<file path="config.mk">
export PLATFORM = sky130hd
export DESIGN_NAME = acl_dmem_arbiter
export DESIGN_NICKNAME = d
export VERILOG_FILES = /design/src/rtl/acl_dmem_arbiter_pkg.sv /design/src/rtl/acl_ring_ptr.sv /design/src/rtl/acl_dmem_arbiter.sv
export SDC_FILE = /design/constraint.sdc
export NUM_CORES = 1
export LEC_CHECK = 0
export CAP_MARGIN = 20
export CORE_MARGIN = 2
export CORE_UTILIZATION = 30
export DETAILED_ROUTE_END_ITERATION = 16
export PLACE_DENSITY = 0.73
export SYNTH_ARGS = -nofsm -noshare
export SYNTH_HDL_FRONTEND = slang
export SYNTH_HIERARCHICAL = 1
export SYNTH_SLANG_ARGS = --single-unit
</file>
<file path="constraint.sdc">
create_clock -name clock -period 1.8 [get_ports clock]
set_clock_uncertainty 0.05 [all_clocks]
set_input_delay 0.36 -clock clock [delete_from_list [all_inputs] [get_ports clock]]
set_output_delay 0.36 -clock clock [all_outputs]
set_load 0.01 [all_outputs]
</file>
<file path="src/rtl/acl_dmem_arbiter_pkg.sv">
// Shared types and status-word layout for the accelerometer / CPU data-RAM arbiter.
package acl_dmem_arbiter_pkg;

    typedef enum logic [1:0] {
        ST_IDLE    = 2'd0,
        ST_PENDING = 2'd1,
        ST_FORCE   = 2'd2
    } state_e;

    localparam int PTR_W       = 6;
    localparam int CNT_W       = 7;
    localparam int STS_OVF_BIT = 31;
    localparam int STS_CNT_LSB = 16;
    localparam int STS_PTR_LSB = 0;

    function automatic logic [31:0] make_status(input logic             ovf,
                                                input logic [CNT_W-1:0] cnt,
                                                input logic [PTR_W-1:0] ptr);
        logic [31:0] w;
        w                          = '0;
        w[STS_OVF_BIT]             = ovf;
        w[STS_CNT_LSB +: CNT_W]    = cnt;
        w[STS_PTR_LSB +: PTR_W]    = ptr;
        return w;
    endfunction

endpackage

</file>
<file path="src/rtl/acl_ring_ptr.sv">
// Ring-buffer write pointer plus saturating fill count and sticky overflow flag.
module acl_ring_ptr
    import acl_dmem_arbiter_pkg::*;
#(
    parameter int BUF_DEPTH = 64
) (
    input  logic             clock,
    input  logic             reset,
    input  logic             commit,
    input  logic             clr,
    output logic [PTR_W-1:0] wr_ptr,
    output logic [CNT_W-1:0] count,
    output logic             overflow
);

    localparam logic [PTR_W-1:0] PTR_MASK = PTR_W'(BUF_DEPTH - 1);
    localparam logic [CNT_W-1:0] CNT_FULL = CNT_W'(BUF_DEPTH);

    logic [PTR_W-1:0] ptr_q, ptr_d;
    logic [CNT_W-1:0] cnt_q, cnt_d;
    logic             ovf_q, ovf_d;

    always_comb begin
        ptr_d = ptr_q;
        cnt_d = cnt_q;
        ovf_d = ovf_q;
        if (commit) begin
            ptr_d = (ptr_q + 1'b1) & PTR_MASK;
            // A full ring keeps its count; the write overwrites the oldest entry.
            if (cnt_q == CNT_FULL) begin
                ovf_d = 1'b1;
            end else begin
                cnt_d = cnt_q + 1'b1;
            end
        end
        if (clr) begin
            cnt_d = '0;
            ovf_d = 1'b0;
        end
    end

    always_ff @(posedge clock) begin
        if (!reset) begin
            ptr_q <= '0;
            cnt_q <= '0;
            ovf_q <= 1'b0;
        end else begin
            ptr_q <= ptr_d;
            cnt_q <= cnt_d;
            ovf_q <= ovf_d;
        end
    end

    assign wr_ptr   = ptr_q;
    assign count    = cnt_q;
    assign overflow = ovf_q;

endmodule

</file>
<file path="src/rtl/acl_dmem_arbiter.sv">
// Shares the data-RAM port between the CPU (priority) and accelerometer samples,
// with a bounded-wait stall so samples always land in the RAM ring buffer.
module acl_dmem_arbiter
    import acl_dmem_arbiter_pkg::*;
#(
    parameter logic [11:0] BUF_BASE    = 12'hF00,
    parameter int          BUF_DEPTH   = 64,
    parameter int          MAX_WAIT    = 8,
    parameter logic [11:0] STATUS_ADDR = 12'hFFF,
    parameter logic [11:0] CLR_ADDR    = 12'hFFE
) (
    input  logic        clock,
    input  logic        reset,
    input  logic        cpu_req,
    input  logic        cpu_wren,
    input  logic [11:0] cpu_addr,
    input  logic [31:0] cpu_data,
    output logic [31:0] cpu_q,
    output logic        cpu_stall,
    input  logic        acl_valid,
    input  logic [14:0] acl_data,
    output logic        acl_ready,
    output logic        ram_wen,
    output logic [11:0] ram_addr,
    output logic [31:0] ram_din,
    input  logic [31:0] ram_dout
);

    localparam int WAIT_W = $clog2(MAX_WAIT) + 1;

    state_e            state_q, state_d;
    logic [WAIT_W-1:0] wait_q, wait_d;
    logic [31:0]       hold_q, hold_d;
    logic              status_rd_q, status_rd_d;
    logic [31:0]       status_q, status_d;
    logic              commit, clr, cpu_owns;
    logic [PTR_W-1:0]  wr_ptr;
    logic [CNT_W-1:0]  count;
    logic              overflow;

    acl_ring_ptr #(.BUF_DEPTH(BUF_DEPTH)) u_ring (
        .clock    (clock),
        .reset    (reset),
        .commit   (commit),
        .clr      (clr),
        .wr_ptr   (wr_ptr),
        .count    (count),
        .overflow (overflow)
    );

    always_comb begin
        state_d   = state_q;
        wait_d    = '0;
        hold_d    = hold_q;
        commit    = 1'b0;
        cpu_owns  = 1'b1;
        acl_ready = 1'b0;
        cpu_stall = 1'b0;
        case (state_q)
            ST_IDLE: begin
                acl_ready = 1'b1;
                if (acl_valid) begin
                    hold_d  = {17'b0, acl_data};
                    state_d = ST_PENDING;
                end
            end
            ST_PENDING: begin
                if (!cpu_req) begin
                    commit   = 1'b1;
                    cpu_owns = 1'b0;
                    state_d  = ST_IDLE;
                end else if (wait_q == WAIT_W'(MAX_WAIT - 1)) begin
                    state_d = ST_FORCE;
                end else begin
                    wait_d = wait_q + 1'b1;
                end
            end
            ST_FORCE: begin
                cpu_stall = 1'b1;
                commit    = 1'b1;
                cpu_owns  = 1'b0;
                state_d   = ST_IDLE;
            end
            default: state_d = ST_IDLE;
        endcase

        ram_addr    = cpu_addr;
        ram_din     = cpu_data;
        ram_wen     = cpu_req & cpu_wren;
        clr         = 1'b0;
        status_rd_d = 1'b0;
        if (!cpu_owns) begin
            ram_addr = BUF_BASE + 12'(wr_ptr);
            ram_din  = hold_q;
            ram_wen  = 1'b1;
        end else begin
            // MMIO addresses shadow RAM: stores there never reach the array.
            if (cpu_addr == STATUS_ADDR || cpu_addr == CLR_ADDR) begin
                ram_wen = 1'b0;
            end
            clr         = cpu_req & cpu_wren & (cpu_addr == CLR_ADDR);
            status_rd_d = cpu_req & ~cpu_wren & (cpu_addr == STATUS_ADDR);
        end

        if (!reset) begin
            acl_ready = 1'b0;
            cpu_stall = 1'b0;
            ram_wen   = 1'b0;
            commit    = 1'b0;
            clr       = 1'b0;
        end
    end

    assign status_d = make_status(overflow, count, wr_ptr);

    always_ff @(posedge clock) begin
        if (!reset) begin
            state_q     <= ST_IDLE;
            wait_q      <= '0;
            hold_q      <= '0;
            status_rd_q <= 1'b0;
        end else begin
            state_q     <= state_d;
            wait_q      <= wait_d;
            hold_q      <= hold_d;
            status_rd_q <= status_rd_d;
        end
    end

    // Status is captured with the request so it lines up with the RAM's read latency.
    always_ff @(posedge clock) begin
        status_q <= status_d;
    end

    assign cpu_q = status_rd_q ? status_q : ram_dout;

endmodule

</file>
==> results.py, run 1 <==
metrics = {
    "global_route": {
        "overflow": 0,
        "grt_pass1_wl_mm": 13.2,
        "antenna_found_initial": 0,
        "grt_use_total_pct": 18.5,
        "grt_max_degree": 19,
        "grt_pass1_vias": 2651,
    },
    "drt": {
        "post_drt_via_cell_ratio": 4.56,
        "drt-pass1-iter-count": 4,
        "drt_iter0_markers": 87,
        "drc": 0,
        "drt_wl_total_mm": 9.30,
        "route.antenna.remaining_nets": 0,
        "routedWlPerCell_um": 15.5,
        "vias": 2743,
    },
    "clock_tree": {
        "cts_sinks": 50,
        "cts_buffers": 5,
        "cts_tree": "done",
        "clk_latency_ns": 0.31,
        "clock_path_buffers": 2,
        "cts_hold_buf": 0,
        "htree_levels": 2,
        "clk_pin_slew_worst_paths_ns": 0.11,
        "cts_root_buf": "clkbuf_8",
    },
    "pwr": {
        "power_frac_clock_pct": 25.6,
        "ir_drop_mv": 0.432,
        "intPower_mw": 2.00,
        "switching_share_pct": 28.1,
        "p_seq_share_pct": 41.3,
        "power_leakage_nw": 2.18,
        "switching_power_mw": 0.785,
        "comb_power_share_pct": 33.0,
        "finalPower_mw": 2.79,
        "power.density_nw_per_um2": 559,
    },
    "yosys": {
        "ys_seq_elements": 50,
        "async_flop_share_pct": 0,
        "synth_area_um2": 2540,
        "ys.flop_type": "dfxtp_1",
        "synth_nets": 384,
        "syn_inst": 281,
        "yosysWarnings": 6,
        "synth_edf_count": 0,
        "ys_types": 41,
        "synth.avg_cell_area_um2": 9.03,
        "synth-seq-area-share_pct": 39.5,
    },
    "floorplan": {
        "fp.dieW_um": 95.9,
        "die_height_um": 95.9,
        "num_rows": 33,
        "core_um2": 8220,
        "design.die.area_um2": 9210,
        "initial_core_util_pct": 30.9,
        "io_pins": 175,
    },
    "sta": {
        "tightest_slew_ns": 0.511,
        "fin_ws_ns": -0.536,
        "post-route-min-period_ns": 2.34,
        "hold_violations": 0,
        "grt_setup_unrepaired": "true",
        "fin_crit_sh_pct": 130,
        "setup_viol": 55,
        "clock.fmax_ghz": 0.428,
        "slew_headroom_pct": 65.8,
        "drv_slew": 0,
        "fin_setup_tns_ns": -18.91,
    },
    "worst_setup_path": {
        "worst-path-buf-inv": 4,
        "arrival_ns": 1.93,
        "criticalPathCategory": "flip-flop to primary output",
        "r2r_cells": 11,
        "crit_path_max_fanout": 6,
        "cp_num_cells": 8,
        "crit_slowest_cell": "dfxtp_2",
        "crit_top_cell": "buf_12",
        "end_kind": "primary output",
        "cp-start-kind": "flip-flop",
        "cp_cell_sequence": "inv_2 -> ha_4 -> nor2b_4 -> a21oi_4 -> buf_12 -> buf_12 -> mux2_4 -> buf_6",
        "cp.required_ns": 1.39,
        "path_delay_family": "buffers and inverters",
        "rrSetupSlack_ns": -0.24,
        "slowest_delay_ns": 0.37,
    },
    "layout": {
        "fin_nets": 598,
        "num_antenna_cells": 0,
        "fillCellCount": 687,
        "area_growth_pct": 96.8,
        "fin_cells": 601,
        "seq_area_um2": 1010,
        "final_layout_size_suffix_gt1_share_pct": 38.7,
        "multiInputGateArea_um2": 1670,
    },
    "status": {
        "status": "complete, but fails checks",
        "violations": "setup timing",
    },
    "placement": {
        "dp_cells": 573,
        "io_buffers": 174,
        "dp_hpwl_mm": 6.93,
        "place.gp.congestion": 0.817,
    },
    "min_path": {
        "hold_path_depth": 0,
        "worstHoldPathType": "flip-flop to flip-flop",
    },
    "run": {
        "drv_cap": 0,
    },
}
cell families (layout without fill, tap and decap cells):
family | Yosys count | in the layout | synth area share (%)
and+or+nand+nor | 123 | 123 | 25.8
DFF | 50 | 50 | 39.5
muxes | 38 | 38 | 16.7
AOI/OAI and AO/OA | 33 | 33 | 7.84
buffers and inverters | 22 | 237 | 4.00
xor gates and xnor gates | 8 | 8 | 2.76
adders and majority gates | 7 | 7 | 3.45
synth_stat cells (5+ instances only):
cell type | instances | share of area, %
ha_1 | 7 | 3.5
nor2b_1 | 19 | 4.7
xor2_1 | 6 | 2.1
dfxtp_1 | 50 | 39
mux2_2 | 14 | 6.2
mux2_1 | 21 | 9.3
and2_1 | 22 | 5.4
nand4_1 | 6 | 1.5
nand2_1 | 40 | 5.9
nand2b_1 | 6 | 1.5
nand3_1 | 5 | 0.99
nor2_1 | 12 | 1.8
buf_2 | 6 | 1.2
clkbuf_1 | 5 | 0.74
a21oi_1 | 19 | 3.7
inv_1 | 8 | 1.2
worst reg2reg max path, cell delays in order, from the launching register on:
cell	delay [ns]
dfxtp_2	0.37
inv_2	0.06
ha_4	0.16
nor2b_4	0.14
a21o_4	0.21
buf_6	0.14
buf_6	0.11
buf_6	0.11
nor4_4	0.16
nand2b_4	0.19
a2111oi_2	0.05
a31o_1	0.21
power by group through the flow:
stage | logic (mW) | registers [mW] | clock network [mW]
floorplan | 0.292 | 1.17 | 0
global placement | 0.812 | 1.18 | 0
global route | 0.980 | 1.16 | 0.779
finish | 0.921 | 1.15 | 0.716
detailed placement | 0.823 | 1.18 | 0
CTS | 0.870 | 1.15 | 0.723
layout by cell type, fill, tap and decap left out, types with 12 or more instances in the layout:
cell type,count
buf_4,30
clkbuf_2,21
nor2b_1,18
mux2_4,28
a21oi_1,17
buf_6,39
and2_1,19
nor2_1,12
buf_2,22
nand2_1,40
clkdlybuf4s50_1,94
dfxtp_1,47
flip-flops by register name (all words and copies together), names as in the netlist:
signal,count
hold_q,15
status_q,14
u_ring/count,7
u_ring/wr_ptr,6
wait_q,4
state_q,2
status_rd_q,1
u_ring/overflow,1
final timing paths:
| kind | start | end |
|---|---|---|
| hold / removal | u_ring/overflow$_SDFFE_PP0P_ | status_q[31]$_DFF_P_ |
| setup / recovery | state_q[1]$_SDFFE_PN0P_ | ram_din[6] |
| setup reg to reg | state_q[1]$_SDFFE_PN0P_ | u_ring/count[2]$_SDFFE_PP0P_ |
| hold reg to reg | u_ring/overflow$_SDFFE_PP0P_ | status_q[31]$_DFF_P_ |
final cells by class:
class,instances,area share (%)
repair buffers,220,41.1
multi-input cells,209,33.5
flip-flops and latches,50,20.2
well taps,105,2.63
clock buffers,5,1.38
inverters,9,0.677
clock inverters,3,0.577
what timing repair did:
item | 4_1_cts | 5_1_grt
cloned | 3 | 0
buffers inserted | 13 | 8
endpoints found under the setup margin | 88 | 89
gates resized for setup | 242 | 145
pin swaps | 2 | 12
through the flow:
stage	util (%)	setup WS, ns	area (um2)	hold slack, ns
2_1_floorplan	-	0.000180	2570	0.281
3_3_place_gp	56.1	-0.749	4610	0.303
3_5_place_dp	56.1	-0.840	4610	0.305
4_1_cts	60.4	-0.515	4970	0.320
5_1_grt	60.7	-0.597	4990	0.319
6_report	60.7	-0.536	4990	0.317
layer usage:
metal	wire length, um	share of wire, %	track usage (%)	vias up
li1	-	-	-	1375
met1	3920	42	22.8	1292
met2	4870	52	33.0	65
met3	383	4.1	3.13	11
met4	136	1.5	5.00	0
met5	0	0	0	-
No activity file was read; power rests on OpenSTA's default activity.
==> run 2, diff against run 1 <==
--- a/config.mk
+++ b/config.mk
@@ -9,7 +9,9 @@
 export CORE_MARGIN = 2
 export CORE_UTILIZATION = 30
 export DETAILED_ROUTE_END_ITERATION = 16
-export PLACE_DENSITY = 0.73
+export DONT_BUFFER_PORTS = 1
+export GPL_ROUTABILITY_DRIVEN = 0
+export PLACE_DENSITY = 0.45
 export SYNTH_ARGS = -nofsm -noshare
 export SYNTH_HDL_FRONTEND = slang
 export SYNTH_HIERARCHICAL = 1
==> run 2 against run 1 <==
Net effect:
- the flow still finishes with violations (setup timing)
- via count fell by 27%
- highest routed layer unchanged
- power fell by 11%
- first-iteration DRC count fell by 17%
- critical path depth fell by 1
- wire length fell by 27%
- hold slack got worse by 0.19 ns
==> results.py, run 2 (same netlist as run 1, synthesis figures left out) <==
metrics = {
    "status": {
        "status": "complete, but fails checks",
        "violations": "setup timing",
    },
    "worst_setup_path": {
        "slowest_delay_ns": 0.35,
        "arrival_ns": 1.72,
        "end_kind": "primary output",
        "crit_slowest_cell": "dfxtp_2",
        "worst-path-buf-inv": 3,
        "crit_path_max_fanout": 5,
        "path_delay_family": "flip-flops",
        "cp_cell_sequence": "inv_2 -> ha_4 -> nor2b_4 -> a21oi_4 -> buf_12 -> clkbuf_16 -> mux2_4",
        "cp.required_ns": 1.39,
        "criticalPathCategory": "flip-flop to primary output",
        "cp-start-kind": "flip-flop",
    },
    "layout": {
        "fin_nets": 408,
        "largest_register_ffs": 15,
        "fillCellCount": 839,
        "num_antenna_cells": 0,
        "top_register": "hold_q",
        "final_area_um2": 3350,
        "final_layout_size_suffix_gt1_share_pct": 39.5,
        "fin_util_pct": 40.7,
        "area_growth_pct": 31.9,
        "layout_commonest_cell": "dfxtp_1",
        "final_cell_mix": "dfxtp_1, nand2_1, mux2_4, and2_4, nor2b_1",
    },
    "placement": {
        "post_dp_cell_area_um2": 2780,
        "io_buffers": 0,
        "dp_hpwl_mm": 4.74,
    },
    "clock_tree": {
        "clk_latency_ns": 0.30,
        "cts_tree": "done",
        "cts_root_buf": "clkbuf_8",
        "cts_hold_buf": 0,
        "clk_pin_slew_worst_paths_ns": 0.10,
        "clock_path_buffers": 2,
        "htree_levels": 2,
        "cts_sinks": 50,
        "cts_buffers": 5,
    },
    "sta": {
        "fin_hold_ws_ns": 0.132,
        "clock.fmax_ghz": 0.470,
        "tightest_slew_ns": 0.554,
        "drv_slew": 0,
        "post-route-min-period_ns": 2.13,
        "fin_ws_ns": -0.328,
        "slew_headroom_pct": 63.0,
        "grt_setup_unrepaired": "true",
        "fin_crit_sh_pct": 118,
        "hold_violations": 0,
        "setup_viol": 56,
    },
    "floorplan": {
        "design.die.area_um2": 9210,
        "io_pins": 175,
        "core_um2": 8220,
        "die_height_um": 95.9,
        "fp.dieW_um": 95.9,
        "num_rows": 33,
        "initial_core_util_pct": 30.9,
    },
    "global_route": {
        "overflow": 0,
        "grt_pass1_vias": 1791,
        "antenna_found_initial": 0,
        "grt_max_degree": 25,
        "grt_use_total_pct": 13.1,
        "grt_pass1_wl_mm": 9.18,
    },
    "drt": {
        "drc": 0,
        "routedWlPerCell_um": 16.5,
        "drt_iter0_markers": 72,
        "route.antenna.remaining_nets": 0,
        "drt_wl_total_mm": 6.79,
        "vias": 2015,
        "post_drt_via_cell_ratio": 4.90,
        "drt-pass1-iter-count": 4,
    },
    "pwr": {
        "power_frac_clock_pct": 32.2,
        "intPower_mw": 1.83,
        "power_leakage_nw": 1.38,
        "power.density_nw_per_um2": 741,
        "switching_power_mw": 0.653,
        "comb_power_share_pct": 21.3,
        "switching_share_pct": 26.3,
        "ir_drop_mv": 0.385,
        "p_seq_share_pct": 46.5,
    },
    "run": {
        "drv_cap": 0,
    },
    "min_path": {
        "worstHoldPathType": "input pin to flip-flop",
    },
}
[run 2: cell types whose count changed in the layout (fill, tap and decap cells not counted), moves of 3 or more]
cell	delta
clkdlybuf4s50_1	-94
buf_6	-29
buf_2	-22
clkbuf_2	-21
buf_4	-17
and2_1	-16
and2_4	+16
mux2_2	+8
mux2_4	-7
nand2b_1	-4
nand2b_4	+4
clkbuf_16	+3
dlygate4sd2_1	-3
[run 2: power groups by stage]
stage               sequential [mW]  combinational (mW)  clock [mW]
floorplan                      1.17               0.292           0
global placement               1.18               0.362           0
detailed placement             1.18               0.363           0
CTS                            1.15               0.428       0.827
global route                   1.16               0.568       0.874
finish                         1.15               0.528       0.798
[run 2: per-stage QoR]
step                      instances  power, mW  TNS, ns  setup slack (ns)
after detailed placement        388       1.54    -1.02           -0.0864
after floorplan                 281       1.46        0          0.000180
after global placement          388       1.54   -0.429           -0.0451
final                           411       2.48   -13.25            -0.328
after global routing            411       2.60   -17.54            -0.394
after CTS                       402       2.41   -10.30            -0.330
[run 2: final timing paths]
kind / to / cells past startpoint / slack, ns / startpoint
hold reg to reg: status_q[31]$_DFF_P_ / 0 / 0.32 / u_ring/overflow$_SDFFE_PP0P_
hold / removal: hold_q[14]$_SDFFE_PN0P_ / 2 / 0.13 / acl_data[14]
setup reg to reg: u_ring/count[2]$_SDFFE_PP0P_ / 10 / -0.18 / state_q[1]$_SDFFE_PN0P_
setup / recovery: ram_din[2] / 7 / -0.33 / state_q[1]$_SDFFE_PN0P_
[run 2: worst register-to-register path, cell delays in order, from the launching register on]
cell       delay (ns)
dfxtp_2          0.35
inv_2            0.05
ha_4             0.15
nor2b_4          0.13
a21o_1           0.19
buf_6            0.13
buf_6            0.11
nor4_4           0.28
nand2b_4         0.19
a2111oi_2        0.04
a31o_1           0.19
[run 2: what timing repair did]
item / 4_1_cts / 5_1_grt
setup buffers: 6 / 6
endpoints found under the setup margin: 51 / 63
pin swaps: 10 / 12
gates cloned: 0 / 4
resized for setup: 53 / 43
[run 2: area by class of cell]
type                    instances  area [um2]  area share, %
multi-input cells             209        1710           51.0
flip-flops and latches         50        1000           30.0
repair buffers                 30         360           10.8
well taps                     105         131           3.93
clock buffers                   6        72.6           2.17
clock inverters                 2        37.5           1.12
inverters                       9        33.8           1.01
[run 2: layer usage]
metal | share of wire (%) | up-vias | global-route usage, %
li1 | - | 990 | -
met1 | 46 | 948 | 17.8
met4 | 0.47 | 0 | 2.86
met5 | 0 | - | 0
met3 | 6.8 | 2 | 4.15
met2 | 47 | 75 | 20.2
